[src/rtl/lc3b_control_ext.sv]
// lc3b_control_ext: multicycle Moore control unit for the LC-3b datapath.
// Adds LEA, JMP, a bounded memory-wait timeout and illegal-opcode reporting.
// Optional byte loads/stores are compiled in when LC3B_BYTE_OPS_EN is defined.
`timescale 1ns/1ps

package lc3b_ext_pkg;
    typedef enum logic [3:0] {
        op_br   = 4'd0,  op_add = 4'd1,  op_ldb = 4'd2,  op_stb  = 4'd3,
        op_jsr  = 4'd4,  op_and = 4'd5,  op_ldr = 4'd6,  op_str  = 4'd7,
        op_rti  = 4'd8,  op_not = 4'd9,  op_ldi = 4'd10, op_sti  = 4'd11,
        op_jmp  = 4'd12, op_shf = 4'd13, op_lea = 4'd14, op_trap = 4'd15
    } lc3b_opcode;

    typedef enum logic [2:0] {
        alu_add, alu_and, alu_not, alu_pass, alu_sll, alu_srl, alu_sra
    } lc3b_aluop;
endpackage

module lc3b_control_ext #(
    parameter int MEM_TIMEOUT = 255
) (
    input  logic                     clk,
    input  logic                     rst_n,
    input  lc3b_ext_pkg::lc3b_opcode opcode,
    input  logic                     branch_enable,
    input  logic                     mem_resp,
    input  logic                     mar_lsb,
    output logic                     load_pc,
    output logic                     load_ir,
    output logic                     load_regfile,
    output logic                     load_mar,
    output logic                     load_mdr,
    output logic                     load_cc,
    output logic [1:0]               pcmux_sel,
    output logic [1:0]               alumux_sel,
    output logic [1:0]               regfilemux_sel,
    output logic                     marmux_sel,
    output logic                     mdrmux_sel,
    output logic                     storemux_sel,
    output lc3b_ext_pkg::lc3b_aluop  aluop,
    output logic                     mem_read,
    output logic                     mem_write,
    output logic [1:0]               mem_byte_enable,
    output logic                     illegal_op,
    output logic                     mem_timeout
);
    import lc3b_ext_pkg::*;

    localparam int CLOG = $clog2(MEM_TIMEOUT + 1);
    localparam int CW   = (CLOG < 1) ? 1 : CLOG;
    localparam int LAST = (MEM_TIMEOUT > 0) ? MEM_TIMEOUT - 1 : 0;
    localparam logic [CW-1:0] CNT_LAST = CW'(LAST);

    typedef enum logic [4:0] {
        S_IDLE, S_FETCH1, S_FETCH2, S_FETCH3, S_DECODE,
        S_ADD, S_AND, S_NOT, S_BR, S_BR_TAKEN, S_JMP, S_LEA,
        S_CALC_ADDR, S_LDR1, S_LDR2, S_STR1, S_STR2,
        S_LDB1, S_LDB2, S_STB1, S_STB2, S_ERR
    } state_t;

    state_t        state, next;
    logic [CW-1:0] cnt;
    logic          is_wait;
    logic          timeout_hit;

`ifndef LC3B_BYTE_OPS_EN
    // Byte lane select only matters for byte stores.
    logic unused_mar_lsb;
    assign unused_mar_lsb = mar_lsb;
`endif

    assign is_wait = (state == S_FETCH2) || (state == S_LDR1) || (state == S_LDB1) ||
                     (state == S_STR2)   || (state == S_STB2);

    // Last permitted wait cycle with no response: give up on this access.
    assign timeout_hit = (MEM_TIMEOUT != 0) && is_wait && !mem_resp && (cnt == CNT_LAST);

    // State register; async reset drops every strobe immediately.
    always_ff @(posedge clk or negedge rst_n) begin
        if (!rst_n) state <= S_IDLE;
        else        state <= next;
    end

    // Wait counter: counts cycles spent stalled in the current wait state.
    always_ff @(posedge clk or negedge rst_n) begin
        if (!rst_n)                        cnt <= '0;
        else if (is_wait && next == state) cnt <= cnt + 1'b1;
        else                               cnt <= '0;
    end

    // Next-state and Moore outputs (illegal_op also looks at the opcode in DECODE).
    always_comb begin
        next            = state;
        load_pc         = 1'b0;
        load_ir         = 1'b0;
        load_regfile    = 1'b0;
        load_mar        = 1'b0;
        load_mdr        = 1'b0;
        load_cc         = 1'b0;
        pcmux_sel       = 2'd0;
        alumux_sel      = 2'd0;
        regfilemux_sel  = 2'd0;
        marmux_sel      = 1'b0;
        mdrmux_sel      = 1'b0;
        storemux_sel    = 1'b0;
        aluop           = alu_add;
        mem_read        = 1'b0;
        mem_write       = 1'b0;
        mem_byte_enable = 2'b11;
        illegal_op      = 1'b0;
        mem_timeout     = 1'b0;

        case (state)
            S_IDLE: begin
                mem_byte_enable = 2'b00;
                next            = S_FETCH1;
            end
            S_FETCH1: begin
                marmux_sel = 1'b1;
                load_mar   = 1'b1;
                load_pc    = 1'b1;
                next       = S_FETCH2;
            end
            S_FETCH2: begin
                mem_read   = 1'b1;
                mdrmux_sel = 1'b1;
                load_mdr   = 1'b1;
                next       = S_FETCH3;
            end
            S_FETCH3: begin
                load_ir = 1'b1;
                next    = S_DECODE;
            end
            S_DECODE: begin
                case (opcode)
                    op_add:         next = S_ADD;
                    op_and:         next = S_AND;
                    op_not:         next = S_NOT;
                    op_br:          next = S_BR;
                    op_jmp:         next = S_JMP;
                    op_lea:         next = S_LEA;
                    op_ldr, op_str: next = S_CALC_ADDR;
`ifdef LC3B_BYTE_OPS_EN
                    op_ldb, op_stb: next = S_CALC_ADDR;
`endif
                    default: begin
                        illegal_op = 1'b1;
                        next       = S_FETCH1;
                    end
                endcase
            end
            S_ADD, S_AND, S_NOT: begin
                aluop        = (state == S_ADD) ? alu_add :
                               (state == S_AND) ? alu_and : alu_not;
                load_regfile = 1'b1;
                load_cc      = 1'b1;
                next         = S_FETCH1;
            end
            S_BR: next = branch_enable ? S_BR_TAKEN : S_FETCH1;
            S_BR_TAKEN: begin
                pcmux_sel = 2'd1;
                load_pc   = 1'b1;
                next      = S_FETCH1;
            end
            S_JMP: begin
                pcmux_sel = 2'd2;
                load_pc   = 1'b1;
                next      = S_FETCH1;
            end
            S_LEA: begin
                regfilemux_sel = 2'd2;
                load_regfile   = 1'b1;
                load_cc        = 1'b1;
                next           = S_FETCH1;
            end
            S_CALC_ADDR: begin
                load_mar = 1'b1;
                case (opcode)
                    op_ldr: begin alumux_sel = 2'd1; next = S_LDR1; end
                    op_str: begin alumux_sel = 2'd1; next = S_STR1; end
`ifdef LC3B_BYTE_OPS_EN
                    op_ldb: begin alumux_sel = 2'd2; next = S_LDB1; end
                    op_stb: begin alumux_sel = 2'd2; next = S_STB1; end
`endif
                    default: next = S_FETCH1;
                endcase
            end
            S_LDR1: begin
                mem_read   = 1'b1;
                mdrmux_sel = 1'b1;
                load_mdr   = 1'b1;
                next       = S_LDR2;
            end
            S_LDR2: begin
                regfilemux_sel = 2'd1;
                load_regfile   = 1'b1;
                load_cc        = 1'b1;
                next           = S_FETCH1;
            end
            S_STR1: begin
                storemux_sel = 1'b1;
                aluop        = alu_pass;
                load_mdr     = 1'b1;
                next         = S_STR2;
            end
            S_STR2: begin
                mem_write = 1'b1;
                next      = S_FETCH1;
            end
`ifdef LC3B_BYTE_OPS_EN
            S_LDB1: begin
                mem_read   = 1'b1;
                mdrmux_sel = 1'b1;
                load_mdr   = 1'b1;
                next       = S_LDB2;
            end
            S_LDB2: begin
                regfilemux_sel = 2'd3;
                load_regfile   = 1'b1;
                load_cc        = 1'b1;
                next           = S_FETCH1;
            end
            S_STB1: begin
                storemux_sel = 1'b1;
                aluop        = alu_pass;
                load_mdr     = 1'b1;
                next         = S_STB2;
            end
            S_STB2: begin
                mem_write       = 1'b1;
                mem_byte_enable = mar_lsb ? 2'b10 : 2'b01;
                next            = S_FETCH1;
            end
`endif
            S_ERR: begin
                mem_byte_enable = 2'b00;
                mem_timeout     = 1'b1;
                next            = S_ERR;
            end
            default: next = S_IDLE;
        endcase

        // Stall in a wait state until memory answers; a response on the
        // final allowed cycle still completes the access.
        if (is_wait && !mem_resp)
            next = timeout_hit ? S_ERR : state;
    end
endmodule

[config.mk]
export PLATFORM = sky130hd
export DESIGN_NAME = lc3b_control_ext
export DESIGN_NICKNAME = d
export VERILOG_FILES = /design/src/rtl/lc3b_control_ext.sv
export SDC_FILE = /design/constraint.sdc
export NUM_CORES = 1
export LEC_CHECK = 0
export BUFFER_PORTS_ARGS = -buffer_cell sky130_fd_sc_hd__buf_2
export CAP_MARGIN = 20
export CORE_UTILIZATION = 35
export DETAILED_ROUTE_END_ITERATION = 6
export PLACE_DENSITY = 0.59
export SYNTH_ARGS = -nofsm -noshare
export SYNTH_HDL_FRONTEND = slang
export SYNTH_SLANG_ARGS = --single-unit
[constraint.sdc]
create_clock -name clk -period 2.1 [get_ports clk]
set_input_delay 0.21 -clock clk [delete_from_list [all_inputs] [get_ports clk]]
set_output_delay 0.21 -clock clk [all_outputs]
set_load 0.02 [all_outputs]
==> parameters.txt <==
Parameter                              Value

Status
  Result of the run ... complete, no violations

Yosys
  Count of flip-flops with a built-in enable after synthesis ... 0
  Warnings, synthesis ... 0
  Per-instance average area after synthesis ... 7.52 µm²
  Cell area after synthesis ... 1230 µm²
  Primary flip-flop cell chosen by synthesis mapping ... dfrtp_1
  Post-Synthesis Cells ... 164
  Library cell occupying the most area in the post-synthesis netlist ... dfrtp_1
  Synth unique cells ... 51
  Leading cell types by count after synthesis ... nor2_1 (26), dfrtp_1 (13), a21oi_1 (12)
  Part of the Yosys area used for sequential elements ... 26.4%
  Largest cells by area after synthesis ... dfrtp_1 (26%), nor2_1 (7.9%), a21oi_1 (4.9%)
  Area fraction of the dominant cell type after synthesis ... 26.4%
  Most common cell in the synthesized netlist ... nor2_1
  FFs w/ async S/R, synth ... 100%
  Flip-flop and latch count after synthesis ... 13

Cells and area
  Number of antenna diodes ... 0
  Final layout net count ... 208
  Proportion of layout cells with a drive suffix above 1 ... 31.1%
  Area growth from synthesis to layout ... 22.6%
  Post-route standard cell area excluding fillers ... 1510 µm²
  Number of standard cells in the final layout excluding fillers ... 242

Floorplanning
  Area of the die ... 3770 µm²
  Core box area ... 3360 µm²
  Total I/O pin count ... 33
  Site row count ... 21
  Overall die height ... 61.4 µm
  Initial core utilization ... 36.7%
  Die X ... 61.4 µm

Timing
  Setup-violating endpoint count in the final report ... 0
  Worst clock skew on the final layout ... 1.40 ps
  Setup repair after global routing missed its margin ... yes
  Final Hold Violating Endpoints ... 0
  Number of max-slew violations in the final report ... 0
  Crit share post-route ... 95.0%
  Fin crit period ... 2000 ps
  Fmax ... 501 MHz

Place
  Port buffer count ... 29
  Sum of net half-perimeters after detailed placement ... 2.29 mm
  Number of instances in the placed design ... 232
  Routability cong. ... 0.821
  Placement Cell Area ... 1430 µm²

Global routing
  Grt ovf ... 0
  Global Route Usage Sum ... 17.9%
  Number of antenna violations at the first check in global routing ... 0
  Wire length of the first global-routing pass ... 5.12 mm
  Largest net degree at the start of global routing ... 25
  Via count of the first global-routing pass ... 1158

Flow run
  Count of max-cap constraint violations ... 0

Setup path
  Biggest fanout along the worst timing path ... 9
  Setup crit start kind ... register
  Data arrival at the endpoint of the critical path ... 1790 ps
  Category of the critical setup timing path ... reg2out
  Data required time at the worst endpoint ... 1890 ps
  Nature of the critical path endpoint ... output pin

Power
  Lkg Pwr ... 0.658 nW
  Power density cells ... 1140 nW/µm²
  Overall Power ... 1.73 mW
  Worst vdd ir ... 0.494 mV

Drt
  Vias after detailed routing ... 1277
  Number of detailed-route iterations in the first pass ... 4
  Remaining number of nets flagged by the antenna check after routing ... 0
  DR DRC count ... 0
  Total Routed Length ... 3.07 mm
  First DRT Iteration DRCs ... 84
  Per-cell via count in the routed design ... 5.28
  Average wire per standard cell ... 12.7 µm

Clock tree
  Number of buffers on the longest clock path ... 2
  Clock tree root driver cell ... clkbuf_4
  Clock tree from TritonCTS ... built
  Clock slew at the register clock pins of the worst setup and hold paths ... 80 ps
  Sink Count ... 13
  H-tree lvl count ... 1
  Total CTS buffers ... 3
  Source-to-sink clock delay at the later pin of the worst-skew pair ... 280 ps

Min path
  Worst min path class ... in2async
[routing by layer]
layer  global-route usage, %  routed length, µm  share of wire (%)
met1                    24.3               1420                 46
met5                       0                  0                  0
met4                    4.44                 19               0.62
met3                    1.26                 83                2.7
met2                    31.2               1550                 50
[worst max-delay path: stages (launching register included)]
cell	delay, ps
dfrtp_2	470
buf_4	180
or3_1	350
a311oi_2	290
buf_2	210
[cells in the final DEF, fill, tap and decap left out, types with 2 or more instances in the layout]
master | synthesis | final
clkbuf_4 | 0 | 3
or2_1 | 2 | 2
nor2_1 | 26 | 26
nand3_1 | 2 | 2
conb_1 | 1 | 2
dfrtp_1 | 13 | 10
ha_1 | 2 | 2
a31oi_1 | 2 | 2
dfrtp_2 | 0 | 3
nor2b_1 | 3 | 3
nand2_1 | 8 | 8
or3_1 | 2 | 2
nor3b_1 | 5 | 5
nand2b_1 | 5 | 4
o21ai_1 | 2 | 2
buf_4 | 5 | 17
o22ai_1 | 3 | 3
nand4_1 | 2 | 2
o21ai_0 | 4 | 4
nand3b_1 | 2 | 2
a21oi_1 | 12 | 11
buf_2 | 5 | 28
o22a_1 | 2 | 2
xnor2_1 | 3 | 3
xor2_1 | 6 | 6
nor3_1 | 11 | 11
inv_1 | 4 | 4
[final timing paths]
| check | startpoint | endpoint | slack (ps) | cells after the start |
|---|---|---|---|---|
| setup / recovery | state[2] | load_cc | 100 | 4 |
| hold / removal | rst_n | cnt[3] | 330 | 2 |
| setup reg to reg | state[0] | state[2] | 280 | 6 |
| hold reg to reg | cnt[0] | cnt[0] | 540 | 1 |
| max in group asynchronous | rst_n | state[2] | 1530 | 2 |
| min in group clk | mem_resp | state[1] | 350 | 3 |
[area by class of cell]
type | count | area (µm²)
Fill cell | 369 | 1850
Clock buffer | 3 | 22.5
Multi-Input combinational cell | 129 | 806
Inverter | 4 | 15.0
Timing Repair Buffer | 46 | 278
Clock inverter | 1 | 5.00
Sequential cell | 13 | 329
Tap cell | 46 | 57.6
[what timing repair did]
item,CTS,global route
endpoints found under the hold margin,13,0
hold buffers,1,0
endpoints found under the setup margin,4,5
setup buffers,4,1
pin swaps,0,1
resized for setup,2,4
cloned,0,0
[flip-flops by register name, indices dropped and copies added (netlist names)]
| name | count |
|---|---|
| state | 5 |
| cnt | 8 |
[cells by family after synthesis]
kind of cell,Yosys count,synth area share (%)
flops,13,26.4
simple gates,76,33.5
buf+inv,23,9.63
xor+xnor,9,6.39
fa+ha+maj,2,2.03
compound gates,40,21.8
other cells,1,0.304
[metrics by stage]
| step | util (%) | setup slack, ps | hold WS, ps | setup TNS (ps) |
|---|---|---|---|---|
| after floorplan | - | 110 | -85.6 | 0 |
| after global placement | 42.4 | 252 | 105 | 0 |
| after detailed placement | 42.4 | 197 | 109 | 0 |
| after CTS | 44.5 | 30.0 | 337 | 0 |
| after global routing | 45.0 | -6.59 | 358 | -10.0 |
| final | 45.0 | 104 | 332 | 0 |
[power by group]
group	internal (mW)	switching (mW)	total (mW)
combinational	0.497	0.710	1.21
sequential	0.297	0.0718	0.368
clock	0.0707	0.0812	0.152
total	0.865	0.863	1.73
No activity file was read; power rests on OpenSTA's default activity.
